==> config.mk <==
export PLATFORM = sky130hd
export DESIGN_NAME = tag_ras_unit
export DESIGN_NICKNAME = d
export VERILOG_FILES = /design/src/rtl/tag_ras_unit.sv
export SDC_FILE = /design/constraint.sdc
export NUM_CORES = 1
export LEC_CHECK = 0
export ABC_AREA = 1
export BUFFER_PORTS_ARGS = -buffer_cell sky130_fd_sc_hd__buf_2
export CELL_PAD_IN_SITES_DETAIL_PLACEMENT = 0
export CELL_PAD_IN_SITES_GLOBAL_PLACEMENT = 1
export CORE_UTILIZATION = 50
export CTS_CLUSTER_DIAMETER = 100
export DETAILED_ROUTE_END_ITERATION = 10
export PLACE_DENSITY_LB_ADDON = 0.1
export SETUP_SLACK_MARGIN = 0.1
export SYNTH_ARGS = -nofsm -noshare
export SYNTH_HDL_FRONTEND = slang
export SYNTH_SLANG_ARGS = --single-unit
==> constraint.sdc <==
create_clock -name clk -period 4.3 [get_ports clk]
set_input_delay 0.215 -clock clk [delete_from_list [all_inputs] [get_ports clk]]
set_output_delay 0.215 -clock clk [all_outputs]
set_load 0.1 [all_outputs]
==> src/rtl/tag_ras_unit.sv <==
// ID-stage target generator: registered branch/call targets plus a circular
// return-address stack that predicts return targets without a register read.
module tag_ras_unit #(
  parameter int ADDR_W     = 32,
  parameter int RAS_DEPTH  = 8,
  parameter int RET_OFFSET = 8
) (
  input  logic                           clk,
  input  logic                           reset,
  input  logic                           STALL_ID,
  input  logic                           FLUSH,
  input  logic [ADDR_W-1:0]              PC_ID,
  input  logic [21:0]                    DISP22,
  input  logic [29:0]                    DISP30,
  input  logic                           CALL_ID,
  input  logic                           RET_ID,
  input  logic                           BI_ID,
  output logic [ADDR_W-1:0]              TAG_OUT,
  output logic                           TAG_VALID,
  output logic [1:0]                     TAG_SRC,
  output logic                           RET_MISS,
  output logic [$clog2(RAS_DEPTH+1)-1:0] RAS_COUNT,
  output logic                           RAS_OVF
);

  localparam int PTR_W = $clog2(RAS_DEPTH);
  localparam int CNT_W = $clog2(RAS_DEPTH+1);

  localparam logic [1:0] SRC_NONE = 2'b00;
  localparam logic [1:0] SRC_BR   = 2'b01;
  localparam logic [1:0] SRC_CALL = 2'b10;
  localparam logic [1:0] SRC_RET  = 2'b11;

  logic [ADDR_W-1:0] ras_mem [RAS_DEPTH];
  // top points at the next free slot; when full it is also the oldest entry,
  // so an overflowing push naturally overwrites the oldest return address.
  logic [PTR_W-1:0]  top;
  logic [PTR_W-1:0]  pop_idx;
  logic [31:0]       call_off;
  logic [ADDR_W-1:0] br_tgt;
  logic [ADDR_W-1:0] call_tgt;
  logic [ADDR_W-1:0] ret_addr;
  logic              push_en;
  logic              ras_full;
  logic              ras_empty;

  assign call_off  = {DISP30, 2'b00};
  assign br_tgt    = PC_ID + ({{(ADDR_W-22){DISP22[21]}}, DISP22} << 2);
  assign call_tgt  = PC_ID + call_off[ADDR_W-1:0];
  assign ret_addr  = PC_ID + ADDR_W'(RET_OFFSET);
  assign pop_idx   = top - 1'b1;
  assign ras_full  = (RAS_COUNT == CNT_W'(RAS_DEPTH));
  assign ras_empty = (RAS_COUNT == '0);
  assign push_en   = !reset && !STALL_ID && !FLUSH && CALL_ID;

  always_ff @(posedge clk) begin
    if (push_en) ras_mem[top] <= ret_addr;
  end

  always_ff @(posedge clk) begin
    if (reset) begin
      TAG_OUT   <= '0;
      TAG_VALID <= 1'b0;
      TAG_SRC   <= SRC_NONE;
      RET_MISS  <= 1'b0;
      RAS_COUNT <= '0;
      RAS_OVF   <= 1'b0;
      top       <= '0;
    end else if (STALL_ID) begin
      RET_MISS <= 1'b0;
    end else begin
      RET_MISS <= 1'b0;
      if (FLUSH) begin
        TAG_OUT   <= '0;
        TAG_VALID <= 1'b0;
        TAG_SRC   <= SRC_NONE;
      end else if (CALL_ID) begin
        TAG_OUT   <= call_tgt;
        TAG_VALID <= 1'b1;
        TAG_SRC   <= SRC_CALL;
        top       <= top + 1'b1;
        if (ras_full) RAS_OVF   <= 1'b1;
        else          RAS_COUNT <= RAS_COUNT + 1'b1;
      end else if (RET_ID) begin
        if (!ras_empty) begin
          TAG_OUT   <= ras_mem[pop_idx];
          TAG_VALID <= 1'b1;
          TAG_SRC   <= SRC_RET;
          top       <= pop_idx;
          RAS_COUNT <= RAS_COUNT - 1'b1;
        end else begin
          TAG_OUT   <= '0;
          TAG_VALID <= 1'b0;
          TAG_SRC   <= SRC_NONE;
          RET_MISS  <= 1'b1;
        end
      end else if (BI_ID) begin
        TAG_OUT   <= br_tgt;
        TAG_VALID <= 1'b1;
        TAG_SRC   <= SRC_BR;
      end else begin
        TAG_OUT   <= '0;
        TAG_VALID <= 1'b0;
        TAG_SRC   <= SRC_NONE;
      end
    end
  end

endmodule

==> reports/results.ini <==
[floorplan]
dieArea_mm2=0.0344
die_h_um=186
start_util_pct=51.3
die_x_um=186
top_level_ports=132
std_cell_rows=66
core_mm2=0.0329

[sta]
setup_violations=0
rsz0062_at_grt=no
drv_slew=0
maxSlewHeadroom_pct=35.1
worstMarginPinSlew_ns=0.972
whs_ns=0.0443
fin_worst_skew_ns=0.0111
timing.setup.tns_ns=0
fin_crit_sh_pct=69.0
final_hold_viol_count=0
fmax_mhz=337
period_minus_slack_ns=2.97

[clock_network]
clk_latency_ns=0.54
cts_buffer_depth=3
cts_root_buf=clkbuf_16
clock-sinks=300
cts_max_level=1
cts_tree=yes
cts-buffers-inserted=29
path_clk_slew_ns=0.07
cts_setup_buffers=0
cts.hold.buffers_added=1
postCtsResizedCells=0

[synth]
synth-edff-count=256
yosysWarnings=0
yosys-top-cells-area=edfxtp_1 (46%), nand2_1 (11%), dfxtp_1 (5.2%), nor2_1 (4.8%), inv_1 (4.7%)
synth_area_leader_cell=edfxtp_1
ys_seq_area_share_pct=50.9
ys.flop_type=edfxtp_1
ys_types=49
syn-cell-area_mm2=0.0168
synth_nets=2117
yosys.area.top_type_share_pct=45.6
async_flop_share_pct=0
netlist_instances=1960
synth-seq-cells=300
syn_avg_cell_area_um2=8.60

[finish]
syn2layout_area_growth_pct=12.5
num_antenna_cells=0
final_util_pct=57.7
fill_cells=3053
stdcell_area_mm2=0.0189
drive_gt1_share_pct=11.1
nets=2235
final_cells=2542

[critical_path]
r2r-start=top[1]
startpoint=top[1]
cp.required_ns=4.69
slowest_delay_ns=0.71
crit_end=TAG_OUT[18]
r2r_end=TAG_OUT[18]
worst_setup_path_start_kind=register
worstSetupPathDepth=9
worst-path-max-fanout=52
cp_top_family=buffers and inverters
crit_chain=inv_1 > ha_2 > inv_2 > buf_4 > a21oi_1 > o311ai_0 > o21ai_0 > nand2_1 > a21oi_1
worstPathArrival_ns=3.36
cp_num_buf_inv=3
reg2reg_slack_ns=1.33
critPathKind=register to register
path_common_cell=a21oi_1
slowest_stage=inv_2
cp-end-kind=register
reg2regPathDepth=9

[detailed_routing]
drc=0
finalWirelength_um=56400
first_pass_iters=5
antenna_left=0
vias=14600
drt-initial-drc-count=1494
viasPerCell=5.75
wl_per_cell_um=22.2

[run_status]
run_status=complete, no violations

[place]
numPortBuffers=131
dpl.hpwl_um=41700
gp_congestion=0.958
place_inst=2488
placed_area_mm2=0.0180

[global_route]
grt_pass1_vias=13900
grt_max_degree=92
grt-ovfl-total=0
grt_antenna_before_repair=1
gr-usage-all-layers_pct=33.3
grt_pass1_wl_um=83900

[pwr]
peakVddDrop_v=0.000296
power.density_mw_per_mm2=378
leakagePower_nw=7.87

[hold_path]
hold_path_depth=1
hold_path_class=primary input to register

[flow_run]
maxCapViolCount=0

[stage by stage]
step	worst slack, ns	power [mW]
after floorplan	1.32	4.24
after global placement	1.27	4.73
after detailed placement	1.28	4.74
after CTS	1.33	7.16
after global routing	1.11	7.42
final	1.33	7.16
[layout by cell type, fill, tap and decap left out, types with 3 or more instances in the layout]
master | synthesis | final
clkinv_2 | 0 | 6
a32oi_1 | 10 | 10
nor3_1 | 13 | 13
nor2_4 | 7 | 15
clkbuf_1 | 42 | 9
dfxtp_1 | 44 | 43
clkbuf_16 | 0 | 29
xnor2_1 | 19 | 19
xor2_1 | 23 | 23
clkbuf_8 | 0 | 6
a32o_1 | 3 | 3
edfxtp_1 | 256 | 256
o21ai_0 | 134 | 134
and2_1 | 3 | 3
nor2_1 | 214 | 206
inv_1 | 212 | 211
inv_2 | 3 | 3
o22ai_1 | 12 | 12
o21bai_1 | 8 | 8
buf_4 | 0 | 19
nand3_1 | 123 | 123
nand2_2 | 4 | 4
o221ai_1 | 33 | 33
ha_1 | 63 | 62
nand3_2 | 4 | 4
nand3b_1 | 5 | 5
o211ai_1 | 31 | 31
a21oi_1 | 112 | 112
nand2_1 | 500 | 500
buf_2 | 19 | 131
nand4_1 | 24 | 24
fa_1 | 3 | 3
o21ai_1 | 6 | 6
[worst reg2reg max path: stages (launching register included)]
cell,delay [ns]
dfxtp_1,0.41
inv_1,0.11
ha_2,0.29
inv_2,0.71
buf_4,0.33
a21oi_1,0.06
o311ai_0,0.52
o21ai_0,0.24
nand2_1,0.11
a21oi_1,0.06
[routing by layer]
layer,up-vias,wire length [um],track usage (%)
li1,6945,-,-
met1,6952,23800,45.1
met2,628,26000,54.5
met3,102,4490,4.05
met4,0,2200,12.5
met5,-,0,0
[cell families (layout without fill, tap and decap cells)]
group / count (synthesis) / after routing / share of synthesized area, %
AND/OR/NAND/NOR: 912 / 912 / 22.9
buffers and inverters: 280 / 420 / 6.38
adder cells (fa/ha/maj): 66 / 66 / 5.03
flip-flops: 300 / 300 / 50.9
AO/OA/AOI/OAI: 359 / 359 / 12.5
XOR/XNOR: 43 / 43 / 2.28
[state kept, by name, summed over array words and instances, names as in the netlist]
signal,flops
RET_MISS,1
ras_mem,256
TAG_SRC,2
TAG_VALID,1
RAS_OVF,1
TAG_OUT,32
RAS_COUNT,4
top,3
[synth_stat cells, types with 13 or more instances]
| cell type | number |
|---|---|
| inv_1 | 212 |
| nand3_1 | 123 |
| nor3_1 | 13 |
| a21oi_1 | 112 |
| nor2_1 | 214 |
| o211ai_1 | 31 |
| o221ai_1 | 33 |
| o21ai_0 | 134 |
| clkbuf_1 | 42 |
| edfxtp_1 | 256 |
| ha_1 | 63 |
| xor2_1 | 23 |
| buf_2 | 19 |
| nand4_1 | 24 |
| nand2_1 | 500 |
| dfxtp_1 | 44 |
| xnor2_1 | 19 |
[area by class of cell]
| type | instances | area [um2] | area share, % |
|---|---|---|---|
| flip-flops and latches | 300 | 8570 | 45.2 |
| multi-input cells | 1380 | 7270 | 38.4 |
| clock inverters | 9 | 76.3 | 0.403 |
| well taps | 442 | 553 | 2.92 |
| clock buffers | 44 | 842 | 4.44 |
| repair buffers | 152 | 828 | 4.37 |
| inverters | 215 | 808 | 4.27 |
[where the power goes]
group / switching, mW / total, mW / internal (mW) / leakage [nW]
clock network: 1.06 / 2.46 / 1.41 / 0.455
logic: 1.08 / 1.48 / 0.396 / 4.76
registers: 0.0288 / 3.22 / 3.19 / 2.66
total: 2.17 / 7.16 / 4.99 / 7.87
[worst min path at each step]
| stage | from | endpoint | slack, ns |
|---|---|---|---|
| finish | PC_ID[2] | ras_mem[4][2] | 0.04 |
| global route | RET_ID | RET_MISS | 0.03 |
| CTS | RET_ID | RET_MISS | 0.03 |
| detailed placement | TAG_OUT[25] | TAG_OUT[25] | 0.45 |
| global placement | TAG_SRC[1] | TAG_SRC[1] | 0.45 |
| floorplan | PC_ID[0] | ras_mem[0][0] | 0.31 |
(Power assumes the default switching activity.)
